### src/rtl/sc_gamecontroller.sv
`default_nettype none
//==============================================================================
// Module      : sc_gamecontroller
// Description : Top-level game-flow FSM for Frogger. Tracks the game phase
//               (await start / playing / game over), issues the active-low
//               one-cycle level-up pulse to the level counter, asks the frog
//               logic to reposition the frog, and latches the win/lose result
//               for the display while the game is over.
//
// Ports:
//   SC_GAMECONTROLLER_CLOCK_50            in   system clock, 50 MHz
//   SC_GAMECONTROLLER_RESET_InLow         in   asynchronous active-low reset
//   SC_GAMECONTROLLER_Start_InLow         in   debounced start button, active low
//   SC_GAMECONTROLLER_FrogRow_InBus       in   current frog row
//   SC_GAMECONTROLLER_Collision_InHigh    in   frog hit a car / fell in water
//   SC_GAMECONTROLLER_Level_InBus         in   registered level counter feedback
//   SC_GAMECONTROLLER_CurrentState_OutBus out  0=AWAITSTART 1=STARTGAME 2=ENDGAME
//   SC_GAMECONTROLLER_CountSignal_OutLow  out  one-cycle active-low level-up pulse
//   SC_GAMECONTROLLER_FrogReset_OutHigh   out  one-cycle pulse: frog to start row
//   SC_GAMECONTROLLER_Win_OutHigh         out  held in ENDGAME after a win
//   SC_GAMECONTROLLER_Lose_OutHigh        out  held in ENDGAME after a collision
//
// Revision    : 1.0 - initial release
//==============================================================================
module sc_gamecontroller #(
    parameter int CURRENTSTATE_DATAWIDTH = 2,
    parameter int LEVELCOUNTER_DATAWIDTH = 3,
    parameter int ROW_DATAWIDTH          = 4,
    parameter int GOAL_ROW               = 0,
    parameter int LAST_LEVEL             = 3,
    parameter int ENDHOLD_CYCLES         = 25000000,
    parameter int ENDHOLD_DATAWIDTH      = 25
) (
    input  logic                              SC_GAMECONTROLLER_CLOCK_50,
    input  logic                              SC_GAMECONTROLLER_RESET_InLow,
    input  logic                              SC_GAMECONTROLLER_Start_InLow,
    input  logic [ROW_DATAWIDTH-1:0]          SC_GAMECONTROLLER_FrogRow_InBus,
    input  logic                              SC_GAMECONTROLLER_Collision_InHigh,
    input  logic [LEVELCOUNTER_DATAWIDTH-1:0] SC_GAMECONTROLLER_Level_InBus,
    output logic [CURRENTSTATE_DATAWIDTH-1:0] SC_GAMECONTROLLER_CurrentState_OutBus,
    output logic                              SC_GAMECONTROLLER_CountSignal_OutLow,
    output logic                              SC_GAMECONTROLLER_FrogReset_OutHigh,
    output logic                              SC_GAMECONTROLLER_Win_OutHigh,
    output logic                              SC_GAMECONTROLLER_Lose_OutHigh
);

    //--------------------------------------------------------------------------
    // Constants
    //--------------------------------------------------------------------------
    localparam logic [ROW_DATAWIDTH-1:0]          c_GOAL_ROW   = ROW_DATAWIDTH'(GOAL_ROW);
    localparam logic [LEVELCOUNTER_DATAWIDTH-1:0] c_LAST_LEVEL = LEVELCOUNTER_DATAWIDTH'(LAST_LEVEL);
    localparam logic [ENDHOLD_DATAWIDTH-1:0]      c_HOLD_MAX   = ENDHOLD_DATAWIDTH'(ENDHOLD_CYCLES - 1);

    typedef enum logic [CURRENTSTATE_DATAWIDTH-1:0] {
        AWAITSTART = CURRENTSTATE_DATAWIDTH'(0),
        STARTGAME  = CURRENTSTATE_DATAWIDTH'(1),
        ENDGAME    = CURRENTSTATE_DATAWIDTH'(2)
    } state_t;

    //--------------------------------------------------------------------------
    // Registers and next-state wires
    //--------------------------------------------------------------------------
    state_t                         r_state;
    state_t                         w_stateNext;
    logic                           r_startPrev;
    logic                           r_armed;
    logic                           w_armedNext;
    logic [ENDHOLD_DATAWIDTH-1:0]   r_holdCount;
    logic [ENDHOLD_DATAWIDTH-1:0]   w_holdCountNext;
    logic                           r_countSignal;
    logic                           w_countSignalNext;
    logic                           r_frogReset;
    logic                           w_frogResetNext;
    logic                           r_win;
    logic                           w_winNext;
    logic                           r_lose;
    logic                           w_loseNext;

    logic                           w_startFall;
    logic                           w_atGoal;
    logic                           w_lastLevel;
    logic                           w_holdDone;

    // A held button produces a single falling edge because r_startPrev
    // follows the button every cycle.
    assign w_startFall = r_startPrev & ~SC_GAMECONTROLLER_Start_InLow;
    assign w_atGoal    = (SC_GAMECONTROLLER_FrogRow_InBus == c_GOAL_ROW);
    assign w_lastLevel = (SC_GAMECONTROLLER_Level_InBus == c_LAST_LEVEL);
    assign w_holdDone  = (r_holdCount == c_HOLD_MAX);

    //--------------------------------------------------------------------------
    // State and output registers
    //--------------------------------------------------------------------------
    always_ff @(posedge SC_GAMECONTROLLER_CLOCK_50 or negedge SC_GAMECONTROLLER_RESET_InLow) begin
        if (!SC_GAMECONTROLLER_RESET_InLow) begin
            r_state       <= AWAITSTART;
            r_startPrev   <= 1'b1;
            r_armed       <= 1'b0;
            r_holdCount   <= '0;
            r_countSignal <= 1'b1;
            r_frogReset   <= 1'b0;
            r_win         <= 1'b0;
            r_lose        <= 1'b0;
        end else begin
            r_state       <= w_stateNext;
            r_startPrev   <= SC_GAMECONTROLLER_Start_InLow;
            r_armed       <= w_armedNext;
            r_holdCount   <= w_holdCountNext;
            r_countSignal <= w_countSignalNext;
            r_frogReset   <= w_frogResetNext;
            r_win         <= w_winNext;
            r_lose        <= w_loseNext;
        end
    end

    //--------------------------------------------------------------------------
    // Next-state and next-output logic
    //--------------------------------------------------------------------------
    always_comb begin
        w_stateNext       = r_state;
        w_armedNext       = r_armed;
        w_holdCountNext   = '0;
        w_countSignalNext = 1'b1;
        w_frogResetNext   = 1'b0;
        w_winNext         = 1'b0;
        w_loseNext        = 1'b0;

        case (r_state)
            AWAITSTART: begin
                w_armedNext = 1'b0;
                if (w_startFall) begin
                    w_stateNext     = STARTGAME;
                    w_frogResetNext = 1'b1;
                end
            end

            STARTGAME: begin
                // The frog must leave the goal row before a goal hit counts,
                // so sitting on the goal row yields only one level-up.
                if (!w_atGoal) begin
                    w_armedNext = 1'b1;
                end
                if (SC_GAMECONTROLLER_Collision_InHigh) begin
                    w_stateNext = ENDGAME;
                    w_loseNext  = 1'b1;
                end else if (w_atGoal && r_armed) begin
                    if (w_lastLevel) begin
                        w_stateNext = ENDGAME;
                        w_winNext   = 1'b1;
                    end else begin
                        w_countSignalNext = 1'b0;
                        w_frogResetNext   = 1'b1;
                        w_armedNext       = 1'b0;
                    end
                end
            end

            ENDGAME: begin
                w_winNext       = r_win;
                w_loseNext      = r_lose;
                w_armedNext     = 1'b0;
                // Saturating hold counter; start is only honoured once it
                // has reached its terminal value.
                w_holdCountNext = w_holdDone ? r_holdCount : r_holdCount + 1'b1;
                if (w_holdDone && w_startFall) begin
                    w_stateNext     = AWAITSTART;
                    w_winNext       = 1'b0;
                    w_loseNext      = 1'b0;
                    w_holdCountNext = '0;
                end
            end

            default: begin
                // Unused encoding (e.g. after an upset): recover to idle.
                w_stateNext = AWAITSTART;
                w_armedNext = 1'b0;
            end
        endcase
    end

    //--------------------------------------------------------------------------
    // Outputs
    //--------------------------------------------------------------------------
    assign SC_GAMECONTROLLER_CurrentState_OutBus = r_state;
    assign SC_GAMECONTROLLER_CountSignal_OutLow  = r_countSignal;
    assign SC_GAMECONTROLLER_FrogReset_OutHigh   = r_frogReset;
    assign SC_GAMECONTROLLER_Win_OutHigh         = r_win;
    assign SC_GAMECONTROLLER_Lose_OutHigh        = r_lose;

endmodule
`default_nettype wire

### config.mk
export PLATFORM = sky130hd
export DESIGN_NAME = sc_gamecontroller
export DESIGN_NICKNAME = d
export VERILOG_FILES = /design/src/rtl/sc_gamecontroller.sv
export SDC_FILE = /design/constraint.sdc
export NUM_CORES = 1
export LEC_CHECK = 0
export BUFFER_PORTS_ARGS = -buffer_cell sky130_fd_sc_hd__buf_2
export CAP_MARGIN = 15
export CORE_MARGIN = 2
export CORE_UTILIZATION = 50
export DETAILED_ROUTE_END_ITERATION = 8
export GPL_TIMING_DRIVEN = 0
export PLACE_DENSITY = 0.73
export SLEW_MARGIN = 40
export SYNTH_ARGS = -nofsm -noshare
export SYNTH_HDL_FRONTEND = slang
export SYNTH_SLANG_ARGS = --single-unit
### constraint.sdc
create_clock -name SC_GAMECONTROLLER_CLOCK_50 -period 3 [get_ports SC_GAMECONTROLLER_CLOCK_50]
set_input_delay 0.3 -clock SC_GAMECONTROLLER_CLOCK_50 [delete_from_list [all_inputs] [get_ports SC_GAMECONTROLLER_CLOCK_50]]
set_output_delay 0.3 -clock SC_GAMECONTROLLER_CLOCK_50 [all_outputs]
set_load 0.005 [all_outputs]
## Yosys cells after proc, flatten, opt, wreduce, memory -nomap -nowiden

Index checks and enable logic that the tools add are counted.

| storage, ports and cells | value |
|---|---|
| register bits | 33 |
| bits in latches | 0 |
| memory bits (writable) | 0 |
| bits in read-only memories | 0 |
| input bits | 11 |
| output and inout port bits | 6 |
| logic and storage cells | 54 |
| memories kept | 0 |

| cells by class | value |
|---|---|
| add/sub/neg operators | 1 |
| multipliers | 0 |
| divide/modulo/power cells | 0 |
| $lt $le $gt $ge | 0 |
| equal/unequal tests | 9 |
| shift-type cells | 0 |
| mux-type cells | 29 |
| bitwise operators | 2 |
| reduce and logical (&&, ||, !) cells | 5 |

Operators by type and width:

| kind | number |
|---|---|
| 2-to-1 mux 25 bit | 3 |
| adder 25 x 1 -> 25 bit (second input constant) | 1 |
| == test 25 bit (second input constant) | 1 |
| 2-to-1 mux 1 bit | 17 |
| 2-to-1 mux 2 bit | 5 |
| != test 3 bit (second input constant) | 3 |
| case mux 1 bit (2 select lines) | 3 |
| case mux 2 bit (3 select lines) | 1 |
| logical NOT 4 bit | 1 |
| != test 2 bit (second input constant) | 2 |
| AND reduction 4 bit | 1 |
| == test 3 x 2 -> 1 bit (second input constant) | 1 |
| == test 2 x 1 -> 1 bit (second input constant) | 1 |
| == test 2 bit (second input constant) | 1 |
| logical AND 1 bit | 2 |
| logical NOT 2 bit | 1 |
| bitwise AND 1 bit | 1 |
| inverter 1 bit | 1 |

## Longest topological paths before layout

| depth | value |
|---|---|
| depth after elaboration | 6 |
| gate-level depth with buffers | 7 |
| mapped depth without buffers | 6 |

## Least setup slack after synthesis

No wires, ideal clock.

| path | value |
|---|---|
| kind | reg-to-reg |
| from | reg r_holdCount[15] |
| to | reg r_holdCount[18] |
| setup time | 0.135 ns |
| data arrival time | 1.665 ns |
| required time | 2.865 ns |
| slack | 1.199 ns |
| cell stages (with the launch flop) | 6 |
| path buffers | 0 |
| period minus slack after synthesis | 1.801 ns |
| cells stage by stage | dfrtp_1 or4_1 nor4_2 nand4_2 a41oi_1 o211ai_1 |

| on the way | value |
|---|---|
| longest elaborated chain between the ends | 4 |
| elaborated cells on any way between the ends | 7 |
| classes of those cells | add/sub: 1; eq/ne: 2; mux: 3; reduce/logical: 1 |

Ends and longest elaborated chain:

| what | RTL line | source |
|---|---|---|
| from (decl) | 68 | `logic [ENDHOLD_DATAWIDTH-1:0] r_holdCount;` |
| from (signal assigned) | 108 | `r_holdCount <= w_holdCountNext;` |
| adder 25 x 1 -> 25 bit or == test 25 bit (tied branches) | 164, 89 |  |
| 2-to-1 mux 25 bit or logical AND 1 bit (tied branches) | 164, 165 |  |
| 2-to-1 mux 25 bit | 165 | `if (w_holdDone && w_startFall) begin` |
| 2-to-1 mux 25 bit | 128 | `case (r_state)` |

Several ways; a longest one is shown, not always the timed one. The select of a mux whose other input is x is not followed.
A chain may end at the register's enable or synchronous reset.

## Final worst setup path

| path | value |
|---|---|
| from | reg r_holdCount[0] |
| to | reg r_holdCount[16] |

Same word-level chain as after synthesis.

==> reports/qor.txt <==
Overall power: 0.984 mW
Most frequent cells in the layout: dfrtp_1 (31), nor2_1 (16), buf_2 (16), nand3_1 (16)
Hold Fails Final Rpt: 0
Largest net degree at the start of global routing: 34
Htree depth: 2
Status: finished clean
CTS tree: yes
Max-Cap Viols: 0
DR iter-0 viols: 104
Total grt overflow: 0
Die Wd: 63.6 microns
Setup TNS Final: 0 ps
Syn Nets: 192
Syn Inst Count: 180
Finish-stage setup viols: 0
HP Class: in2reg
Fin crit share: 71.5%
Final WL: 3.78 mm
First-pass GRT wire length: 6.91 mm
Later-pin clock latency in the skew report: 340 ps
Critical path arrival: 2410 ps
Distinct cell type count after synthesis: 49
Final ANT Viol Nets: 0
Layout overhead on the synthesized area: 12.4%
Clock Skew: 10.7 ps
Reg2Reg Depth: 7
GRT Resource Usage Total: 21.9%
DR DRC count: 0
CTS Buf Count: 5
Dpl cell area: 1910 sq um
Number of port buffers: 16
Initial core utilization: 52.8%
Crit end category: flip-flop
Synth Register Bits: 33
Detail-routed via count per cell: 5.97
WHS Path Cells: 1
Final setup margin: 856 ps
RSZ-0062 raised after global routing: no
Height of the die: 63.6 microns
Power per cell area: 493 nW/um^2
Final Max Tran Viols: 0
Die Footprint: 4040 sq um
N_diodes: 0
Slew margin rel.: 46.9%
Slew @ Worst Pin: 789 ps
P_leak: 0.826 nW
Share of cells above drive strength 1: 21.0%
Most common cell after layout, fill and taps aside: dfrtp_1
FFs w/ async S/R, synth: 100%
Critical setup path kind: reg2reg
Post-CTS Setup Bufs: 0
Worst VDD drop: 0.289 mV
Clock transition at the registers of the reported paths: 100 ps
Number of global-route vias before repair: 1460
CTS-repair resized insts: 0
Cell area after synthesis: 1770 sq um
FP Rows: 21
Core outline area: 3360 sq um
Minimum clock period: 2140 ps
Via count: 1498
Number of synthesized flops with an enable pin: 0
Syn avg cell area: 9.86 sq um
Final instance area: 1990 sq um
Achievable Freq: 0.466 GHz
Clock Path Buffers: 2
Nets: 216
Clock Tree Root: clkbuf_4
Worst slack, placed: 922 ps
DRT Pass-1 Iters: 4
Post-DP HPWL: 2.71 mm
CP Max Fanout: 9
Initial antenna violation count: 0
TritonCTS sink count: 33
I/O Pins: 17
CP startpoint kind: flip-flop
GPL Wtd Cong: 0.855
WP data required: 3260 ps
Register area share after synthesis: 46.7%
Ys flop type: dfrtp_1
WL/cell: 15.1 microns
Warnings from Yosys: 0
metrics by stage:
step / hold WS [ps] / utilization (%) / instances
CTS: 27.1 / 58.9 / 250
global route: 38.8 / 59.3 / 251
floorplan: 4.41 / - / 180
global placement: 389 / 56.8 / 242
detailed placement: 399 / 56.8 / 242
finish: 57.9 / 59.3 / 251
timing repair:
item,in CTS,in global routing
setup endpoints to repair,0,0
endpoints found under the hold margin,0,31
hold buffers,0,1
final cells by class:
class	instances	area, sq um
fill	325	1370
multi-input combinational	138	907
sequential	33	828
timing repair buffer	17	92.6
clock buffer	7	65.1
tap	46	57.6
buffer	5	23.8
inverter	4	15.0
clock inverter	1	5.00
flip-flops by register name, summed over array words and instances, names as in the netlist:
register	count
SC_GAMECONTROLLER_CountSignal_OutLow	1
SC_GAMECONTROLLER_CurrentState_OutBus	2
SC_GAMECONTROLLER_FrogReset_OutHigh	1
SC_GAMECONTROLLER_Lose_OutHigh	1
SC_GAMECONTROLLER_Win_OutHigh	1
r_armed	1
r_holdCount	25
r_startPrev	1
routing by layer:
metal	vias to the layer above	track usage, %	part of all wire, %
li1	719	-	-
met1	740	30.4	48
met2	34	33.8	46
met3	5	5.89	4.2
met4	0	5.98	1.1
met5	-	0	0
critical path: stages, from the launching register on:
cell and delay (ps):
dfrtp_1 420, ha_1 160, clkbuf_1 330, nand4_1 190, nor3_2 360, nand3_1 150
or2_2 290, a31oi_1 170
cells by family after synthesis:
kind of cell	share of synthesized area (%)
AND/OR/NAND/NOR	33.5
flip-flops	46.7
AO/OA/AOI/OAI	9.87
XOR/XNOR	6.42
buffers and inverters	2.19
multiplexers	0.635
adder cells (fa/ha/maj)	0.705
final timing paths:
path,slack (ps),from,endpoint
setup / recovery,860,r_holdCount[0]$_DFFE_PN0P_,r_holdCount[16]$_DFFE_PN0P_
hold / removal,60,SC_GAMECONTROLLER_Start_InLow,r_startPrev$_DFF_PN1_
setup reg to reg,860,r_holdCount[0]$_DFFE_PN0P_,r_holdCount[16]$_DFFE_PN0P_
hold reg to reg,520,SC_GAMECONTROLLER_CurrentState_OutBus[1]$_DFFE_PN0P_,SC_GAMECONTROLLER_CurrentState_OutBus[0]$_DFFE_PN0P_
max in group asynchronous,2260,SC_GAMECONTROLLER_RESET_InLow,r_startPrev$_DFF_PN1_
min in group asynchronous,420,SC_GAMECONTROLLER_RESET_InLow,SC_GAMECONTROLLER_FrogReset_OutHigh$_DFF_PN0_
power by group:
| group | switching [mW] | internal (mW) | total, mW | leakage, nW |
|---|---|---|---|---|
| Clock | 0.152 | 0.136 | 0.288 | 0.0413 |
| Combinational | 0.121 | 0.0685 | 0.190 | 0.335 |
| Sequential | 0.0304 | 0.476 | 0.506 | 0.450 |
cell usage after synthesis (2+ instances only):
master / count / area share (%)
a21oi_1: 6 / 1.7
a31oi_1: 8 / 2.8
and2_1: 2 / 0.71
and3_1: 8 / 2.8
and4_1: 3 / 1.5
clkbuf_1: 3 / 0.63
dfrtp_1: 31 / 44
dfstp_2: 2 / 3.0
inv_1: 4 / 0.85
nand2_1: 9 / 1.9
nand2b_1: 2 / 0.71
nand3_1: 16 / 4.5
nand3b_1: 2 / 0.85
nand4_1: 9 / 3.2
nor2_1: 16 / 3.4
nor2b_1: 2 / 0.71
nor3_1: 3 / 0.85
nor4_1: 4 / 1.4
o21ai_0: 5 / 1.4
o21ai_1: 2 / 0.56
or2_1: 2 / 0.71
or2_2: 2 / 0.71
or4_1: 2 / 0.85
xnor2_1: 4 / 2.0
xor2_1: 9 / 4.4
Note: power is estimated with default switching activity, not from simulation.
